File: config.mk
export PLATFORM = sky130hd
export DESIGN_NAME = approx_adder_pipe
export DESIGN_NICKNAME = d
export VERILOG_FILES = /design/src/rtl/approx_adder_pipe.sv
export SDC_FILE = /design/constraint.sdc
export NUM_CORES = 1
export LEC_CHECK = 0
export CORE_AREA = 2 2 118 120
export CTS_CLUSTER_SIZE = 24
export DETAILED_ROUTE_END_ITERATION = 10
export DIE_AREA = 0 0 120 122
export DONT_BUFFER_PORTS = 1
export SYNTH_ARGS = -nofsm -noshare
export SYNTH_HDL_FRONTEND = slang
export SYNTH_SLANG_ARGS = --single-unit
File: constraint.sdc
create_clock -name clk -period 4.85 [get_ports clk]
set_clock_uncertainty 0.1 [all_clocks]
set_input_delay 0.7275 -clock clk [delete_from_list [all_inputs] [get_ports clk]]
set_output_delay 0.7275 -clock clk [all_outputs]
set_load 0.02 [all_outputs]
File: src/rtl/approx_adder_pipe.sv
// Elastic, STAGES-deep carry-segmented adder with per-transaction lower-part-OR approximation.
// Define APPROX_ERR_MON_EN to build the exact-sum shadow path and the err_cnt/err_max monitor.
module approx_adder_pipe #(
  parameter int WIDTH       = 16,
  parameter int STAGES      = 4,
  parameter int APPROX_LSBS = 4
) (
  input  logic             clk,
  input  logic             rst_n,
  input  logic             in_valid,
  output logic             in_ready,
  input  logic [WIDTH-1:0] in_a,
  input  logic [WIDTH-1:0] in_b,
  input  logic             approx_en,
  output logic             out_valid,
  input  logic             out_ready,
  output logic [WIDTH:0]   out_sum,
  input  logic             err_clr,
  output logic [31:0]      err_cnt,
  output logic [WIDTH:0]   err_max
);

  localparam int SEG = WIDTH / STAGES;

  if (WIDTH % STAGES != 0) begin : g_bad_stages
    $error("approx_adder_pipe: WIDTH must be a multiple of STAGES");
  end
  if (APPROX_LSBS < 0 || APPROX_LSBS > WIDTH) begin : g_bad_lsbs
    $error("approx_adder_pipe: APPROX_LSBS must lie in 0..WIDTH");
  end

  // One in-flight transaction: operands, partial sum, carry into the next segment.
  typedef struct packed {
    logic [WIDTH-1:0] a;
    logic [WIDTH-1:0] b;
    logic [WIDTH-1:0] sum;
    logic             c;
    logic             ap;
`ifdef APPROX_ERR_MON_EN
    logic [WIDTH-1:0] ex;
    logic             ex_c;
`endif
  } tok_t;

  // Approximated bits ignore their carry-in and emit a AND b, so bit L sees a[L-1] & b[L-1].
  function automatic logic [SEG:0] seg_add(input logic [SEG-1:0] a, input logic [SEG-1:0] b,
                                           input logic cin, input logic approx, input int base);
    logic [SEG-1:0] s;
    logic           c;
    // NOTE: blocking '=' is deliberate here: c must ripple bit to bit within one evaluation.
    s = '0;
    c = cin;
    for (int i = 0; i < SEG; i++) begin
      if (approx && (base + i) < APPROX_LSBS) begin
        s[i] = a[i] | b[i];
        c    = a[i] & b[i];
      end else begin
        s[i] = a[i] ^ b[i] ^ c;
        c    = (a[i] & b[i]) | (c & (a[i] ^ b[i]));
      end
    end
    return {c, s};
  endfunction

  logic [STAGES-1:0] v_q;
  logic [STAGES-1:0] adv;
  logic [STAGES-1:0] load;
  logic              rdy;
  tok_t              tok_q [STAGES];
  tok_t              tok_d [STAGES];
  tok_t              src   [STAGES];

  // Ready ripples from the output back to the input: a stage moves if the one after is empty or moving.
  always_comb begin
    // NOTE: every output gets a default before the loop so no path can infer a latch.
    adv  = '0;
    load = '0;
    rdy  = out_ready;
    for (int k = STAGES - 1; k >= 0; k--) begin
      adv[k] = v_q[k] & rdy;
      rdy    = ~v_q[k] | rdy;
    end
    in_ready = rdy;
    load[0]  = in_valid & rdy;
    for (int k = 1; k < STAGES; k++) begin
      load[k] = adv[k-1];
    end
  end

  always_comb begin
    src[0]    = '0;
    src[0].a  = in_a;
    src[0].b  = in_b;
    src[0].ap = approx_en;
    for (int k = 1; k < STAGES; k++) begin
      src[k] = tok_q[k-1];
    end
    for (int k = 0; k < STAGES; k++) begin
      tok_d[k] = src[k];
      {tok_d[k].c, tok_d[k].sum[k*SEG +: SEG]} =
        seg_add(src[k].a[k*SEG +: SEG], src[k].b[k*SEG +: SEG], src[k].c, src[k].ap, k * SEG);
`ifdef APPROX_ERR_MON_EN
      {tok_d[k].ex_c, tok_d[k].ex[k*SEG +: SEG]} =
        seg_add(src[k].a[k*SEG +: SEG], src[k].b[k*SEG +: SEG], src[k].ex_c, 1'b0, k * SEG);
`endif
    end
  end

  always_ff @(posedge clk or negedge rst_n) begin
    if (!rst_n) begin
      v_q <= '0;
      // NOTE: token data is reset as well as the valids so out_sum reads 0 straight out of reset.
      for (int k = 0; k < STAGES; k++) begin
        tok_q[k] <= '0;
      end
    end else begin
      for (int k = 0; k < STAGES; k++) begin
        if (load[k]) begin
          v_q[k]   <= 1'b1;
          tok_q[k] <= tok_d[k];
        end else if (adv[k]) begin
          v_q[k] <= 1'b0;
        end
      end
    end
  end

  assign out_valid = v_q[STAGES-1];
  assign out_sum   = {tok_q[STAGES-1].c, tok_q[STAGES-1].sum};

  logic unused_tail;
  assign unused_tail = ^{tok_q[STAGES-1].a, tok_q[STAGES-1].b, tok_q[STAGES-1].ap};

`ifdef APPROX_ERR_MON_EN
  logic [WIDTH:0] exact_sum;
  logic [WIDTH:0] diff;
  logic           out_fire;
  logic [31:0]    err_cnt_q, err_cnt_d;
  logic [WIDTH:0] err_max_q, err_max_d;

  assign exact_sum = {tok_q[STAGES-1].ex_c, tok_q[STAGES-1].ex};
  assign out_fire  = out_valid & out_ready;
  assign diff      = (out_sum > exact_sum) ? (out_sum - exact_sum) : (exact_sum - out_sum);

  // Clear has priority over a coincident update; the count saturates at all-ones.
  always_comb begin
    err_cnt_d = err_cnt_q;
    err_max_d = err_max_q;
    if (err_clr) begin
      err_cnt_d = '0;
      err_max_d = '0;
    end else if (out_fire && diff != '0) begin
      if (err_cnt_q != '1) err_cnt_d = err_cnt_q + 32'd1;
      if (diff > err_max_q) err_max_d = diff;
    end
  end

  always_ff @(posedge clk or negedge rst_n) begin
    if (!rst_n) begin
      err_cnt_q <= '0;
      err_max_q <= '0;
    end else begin
      err_cnt_q <= err_cnt_d;
      err_max_q <= err_max_d;
    end
  end

  assign err_cnt = err_cnt_q;
  assign err_max = err_max_q;
`else
  logic unused_clr;
  assign unused_clr = err_clr;
  assign err_cnt    = '0;
  assign err_max    = '0;
`endif

endmodule
# Word level (Yosys, flattened, before mapping)
# Cells that the tools add are included.
[totals] ff_bits=144 input_bits=38 out_inout_bits=68 wordCells=131
[op_classes] mux=15 bitwise_logic=94 n_reduce_logical=4
[op_table] op="$and A1 B1 Y1" count=36
[op_table] op="$xor A1 B1 Y1" count=31
[op_table] op="$or A1 B1 Y1" count=23
[op_table] op="$mux W1" count=15
[op_table] op="$reduce_bool A2 Y1" count=4
[op_table] op="$not A1 Y1" count=4

# Depth between registers and ports, before layout
[logic_depth] word_depth=10 depth_mapped=10 depth_no_buf=10

# Worst setup path before layout
# No wires, ideal clock.
[synth_path] path_kind="input -> register" startpoint="in in_a[0]" endpoint="reg tok_q (netlist bit src[105])" arrival_ns=2.425 path_slack_ns=2.200 stages=9 n_path_buf=0 cell_sequence="ha_1 > inv_1 > fa_1 > mux2i_1 > fa_1 > mux2i_1 > fa_1 > mux2i_1 > mux2_2"
[synth_between] elab_chain_cells=9
[synth_rtl] item="from (decl)" line="12" rtl="input logic [WIDTH-1:0] in_a,"
[synth_rtl] item="$and A1 B1 Y1" line="56, 59"
[synth_rtl] item="$and A1 B1 Y1" line="59" rtl="c = (a[i] & b[i]) | (c & (a[i] ^ b[i]));"
[synth_rtl] item="$or A1 B1 Y1" line="59"
[synth_rtl] item="$mux W1" line="54" rtl="if (approx && (base + i) < APPROX_LSBS) begin"
[synth_rtl] item="$and A1 B1 Y1" line="59"
[synth_rtl] item="$or A1 B1 Y1" line="59"
[synth_rtl] item="$mux W1" line="54"
[synth_rtl] item="$xor A1 B1 Y1" line="58" rtl="s[i] = a[i] ^ b[i] ^ c;"
[synth_rtl] item="$mux W1" line="54"
[synth_rtl] item="to (signal, indexed assignment)" line="120" rtl="tok_q[k] <= tok_d[k];"
[synth_rtl] item="to (decl)" line="69" rtl="tok_t tok_q [STAGES];"
# No other way between the ends.
# A chain may end at the register's enable or synchronous reset.

# Worst setup path in the final report
# Ends and elaborated chain as after synthesis.

==> run_results.csv <==
group,metric,value,unit
run_status,status,"finished, final reports clean",
placement,place_congestion,0.716,
placement,dp_hpwl,4900,µm
detailed_routing,initialDrtViolationCount,30,
logic_synthesis,synth_cell_types,22,
power_and_ir_drop,pwr-share-comb,0.211,
cts,clock_latency,0.34,ns
sta,worst_slew_pin_slew,1.05,ns
sta,slew_headroom,0.297,
die,initial_utilization,0.338,
cells_and_area,diodes,0,
power_and_ir_drop,max-vdd-ir-drop,0.000167,V
cts,cts_buffers,9,
cells_and_area,fin_cells,520,
logic_synthesis,ys_warn_count,0,
sta,maxSlewViolCount,0,
detailed_routing,first_pass_iters,4,
detailed_routing,routed_wl,7070,µm
setup_path,end_kind,"flop",
die,die_h,122,µm
power_and_ir_drop,power.leakage,2.26,nW
sta,tns,0,ns
sta,timing.hold.ws,0.161,ns
setup_path,cp-start-kind,"input port",
power_and_ir_drop,p_int,1.84,mW
power_and_ir_drop,switching_power,814,µW
setup_path,r2r_slack,2.54,ns
detailed_routing,post_drt_wl_per_cell,13.6,µm
detailed_routing,ant_nets,0,
cells_and_area,drive_above_1_share,0.274,
detailed_routing,via_per_inst,4.15,
logic_synthesis,syn_area_per_cell,13.7,µm²
setup_path,r2r-start,"v_q[3]",
detailed_routing,vias,2160,
logic_synthesis,synth_area_leaders,"dfrtp_1, mux2_2, buf_4",
global_route,grt_use_total,0.108,
sta,period_minus_slack,2.37,ns
global_route,grt_first_pass_wirelength,11900,µm
hold_path,hold_class,"input port to async pin",
global_route,overflow,0,
logic_synthesis,ys_seq_area_frac,0.526,
cts,cts.sinks,96,
power_and_ir_drop,total_power,2.66,mW
power_and_ir_drop,pwr-share-seq,0.499,
setup_path,required,4.98,ns
die,die_area,14600,µm²
setup_path,r2r-end,"src[128]",
placement,dp.cells,503,
cts,clk_root_buffer_cell,"clkbuf_16",
sta,rsz0062_at_grt,"false",
setup_path,crit_fanout,2,
cells_and_area,stdcell_area,4900,µm²
job,maxCapViolations,0,
cts,clk_path_buf_depth,2,
cells_and_area,nets,396,
die,fp.dieW,120,µm
logic_synthesis,synth_area_leader_cell,"dfrtp_1",
setup_path,r2r_cells,3,
cts,cts.htree.levels,3,
die,io_pins,106,
placement,io_buffer_count,0,
cts,cts-resized-gates,0,
logic_synthesis,netlist_area,4570,µm²
sta,final_hold_viol_count,0,
logic_synthesis,ys_ff_latch,96,
logic_synthesis,synthCells,333,
setup_path,worstPathArrival,2.50,ns
power_and_ir_drop,swShare,0.307,
placement,placed_cell_area,4550,µm²
cts,clk_pin_slew,0.07,ns
sta,setup_viol,0,
die,coreArea,13500,µm²
detailed_routing,drc_errors,0,
sta,post-route-period-util,0.489,
setup_path,critical_path_class,"input port to flop",
power_and_ir_drop,clkPwrFrac,0.290,
power_and_ir_drop,powerDensity,542,nW/µm²
global_route,grt_max_degree,97,
cts,cts_tree,"built",
cells_and_area,areaGrowthSynthToFinish,7.34,%
sta,max_freq,421,MHz
logic_synthesis,synth_top_area_frac,0.526,
global_route,antenna_found_initial,0,
global_route,first_global_vias,2347,
die,fp-row-count,43,
## logic make-up after synthesis
| family | after synthesis | share of synthesized area |
|---|---|---|
| buf+inv | 97 | 0.128 |
| other cells | 1 | 0.000821 |
| compound gates | 8 | 0.00958 |
| mux | 95 | 0.231 |
| fa+ha+maj | 23 | 0.0876 |
| simple gates | 13 | 0.0181 |
| flops | 96 | 0.526 |
## layer usage
layer | track usage | share of wire
met5 | 0 | 0
met3 | 0.0398 | 0.059
met4 | 0.0537 | 0.022
met2 | 0.174 | 0.50
met1 | 0.128 | 0.42
## how the worst max path moves through the flow
stage                     startpoint        to  cells past startpoint
after floorplan              in_a[0]  src[105]                      9
after global placement       in_a[0]  src[105]                      9
after detailed placement     in_a[0]  src[105]                      9
after CTS                    in_a[0]  src[105]                      9
after global routing         in_a[0]  src[105]                      9
final                        in_a[0]  src[105]                      9
## cell usage in the layout (no fill, tap or decap), types with 2 or more instances in the layout
master      Yosys  layout
fa_1           15      15
clkbuf_16       0       9
bufinv_16       0       2
ha_1            8       8
mux2_1          9       9
clkinvlp_4      0       2
inv_1          39      39
nand2b_1        4       4
clkinv_4        0       2
nand2_1         4       4
dfrtp_1        96      96
mux2_2         73      73
conb_1          1      49
o21ai_0         6       6
mux2i_1        13      13
## power by group through the flow
| stage | Combinational (mW) | Clock (mW) | Sequential (mW) |
|---|---|---|---|
| final | 0.561 | 0.771 | 1.32 |
| after global routing | 0.655 | 0.826 | 1.37 |
| after CTS | 0.580 | 0.790 | 1.34 |
| after detailed placement | 0.559 | 0 | 1.35 |
| after global placement | 0.534 | 0 | 1.34 |
| after floorplan | 0.504 | 0 | 1.28 |
## worst max-delay path: stages
cell	delay (ns)
ha_1	0.13
inv_1	0.05
fa_1	0.36
mux2i_1	0.17
fa_1	0.19
mux2i_1	0.08
fa_1	0.49
mux2i_1	0.06
mux2_2	0.25
## Yosys cell counts
cell      number
a21oi_1        1
nand4b_2       1
dfrtp_1       96
mux2i_1       13
and4b_1        1
mux2_2        73
clkbuf_1       1
nand2_2        1
conb_1         1
buf_4         53
nand3b_1       1
mux2_1         9
nor2_1         1
o21ai_0        6
nand2b_1       4
ha_1           8
buf_2          3
fa_1          15
nand2_1        4
buf_12         1
o21ai_2        1
inv_1         39
## stage by stage
stage | setup slack (ns) | util
3_5_place_dp | 2.10 | 0.337
5_1_grt | 2.34 | 0.363
4_1_cts | 2.45 | 0.363
2_1_floorplan | 2.20 | -
3_3_place_gp | 2.13 | 0.337
6_report | 2.48 | 0.363
## layout make-up
| class | instances | area (µm²) |
|---|---|---|
| clock buffer | 10 | 239 |
| clock inverter | 6 | 92.6 |
| fill | 1319 | 8600 |
| inverter | 39 | 146 |
| multi-input combinational | 188 | 1770 |
| sequential | 96 | 2400 |
| tap | 180 | 225 |
| timing repair buffer | 1 | 27.5 |
## registers in the layout (all words and copies together) (netlist names)
name and count:
src 75, out_sum 17, v_q 4
## timing repair
item                      CTS  global route
setup buffers               0             0
hold buffers                1             0
hold endpoints to repair   96             0
Power figures use the tool's default switching activity.
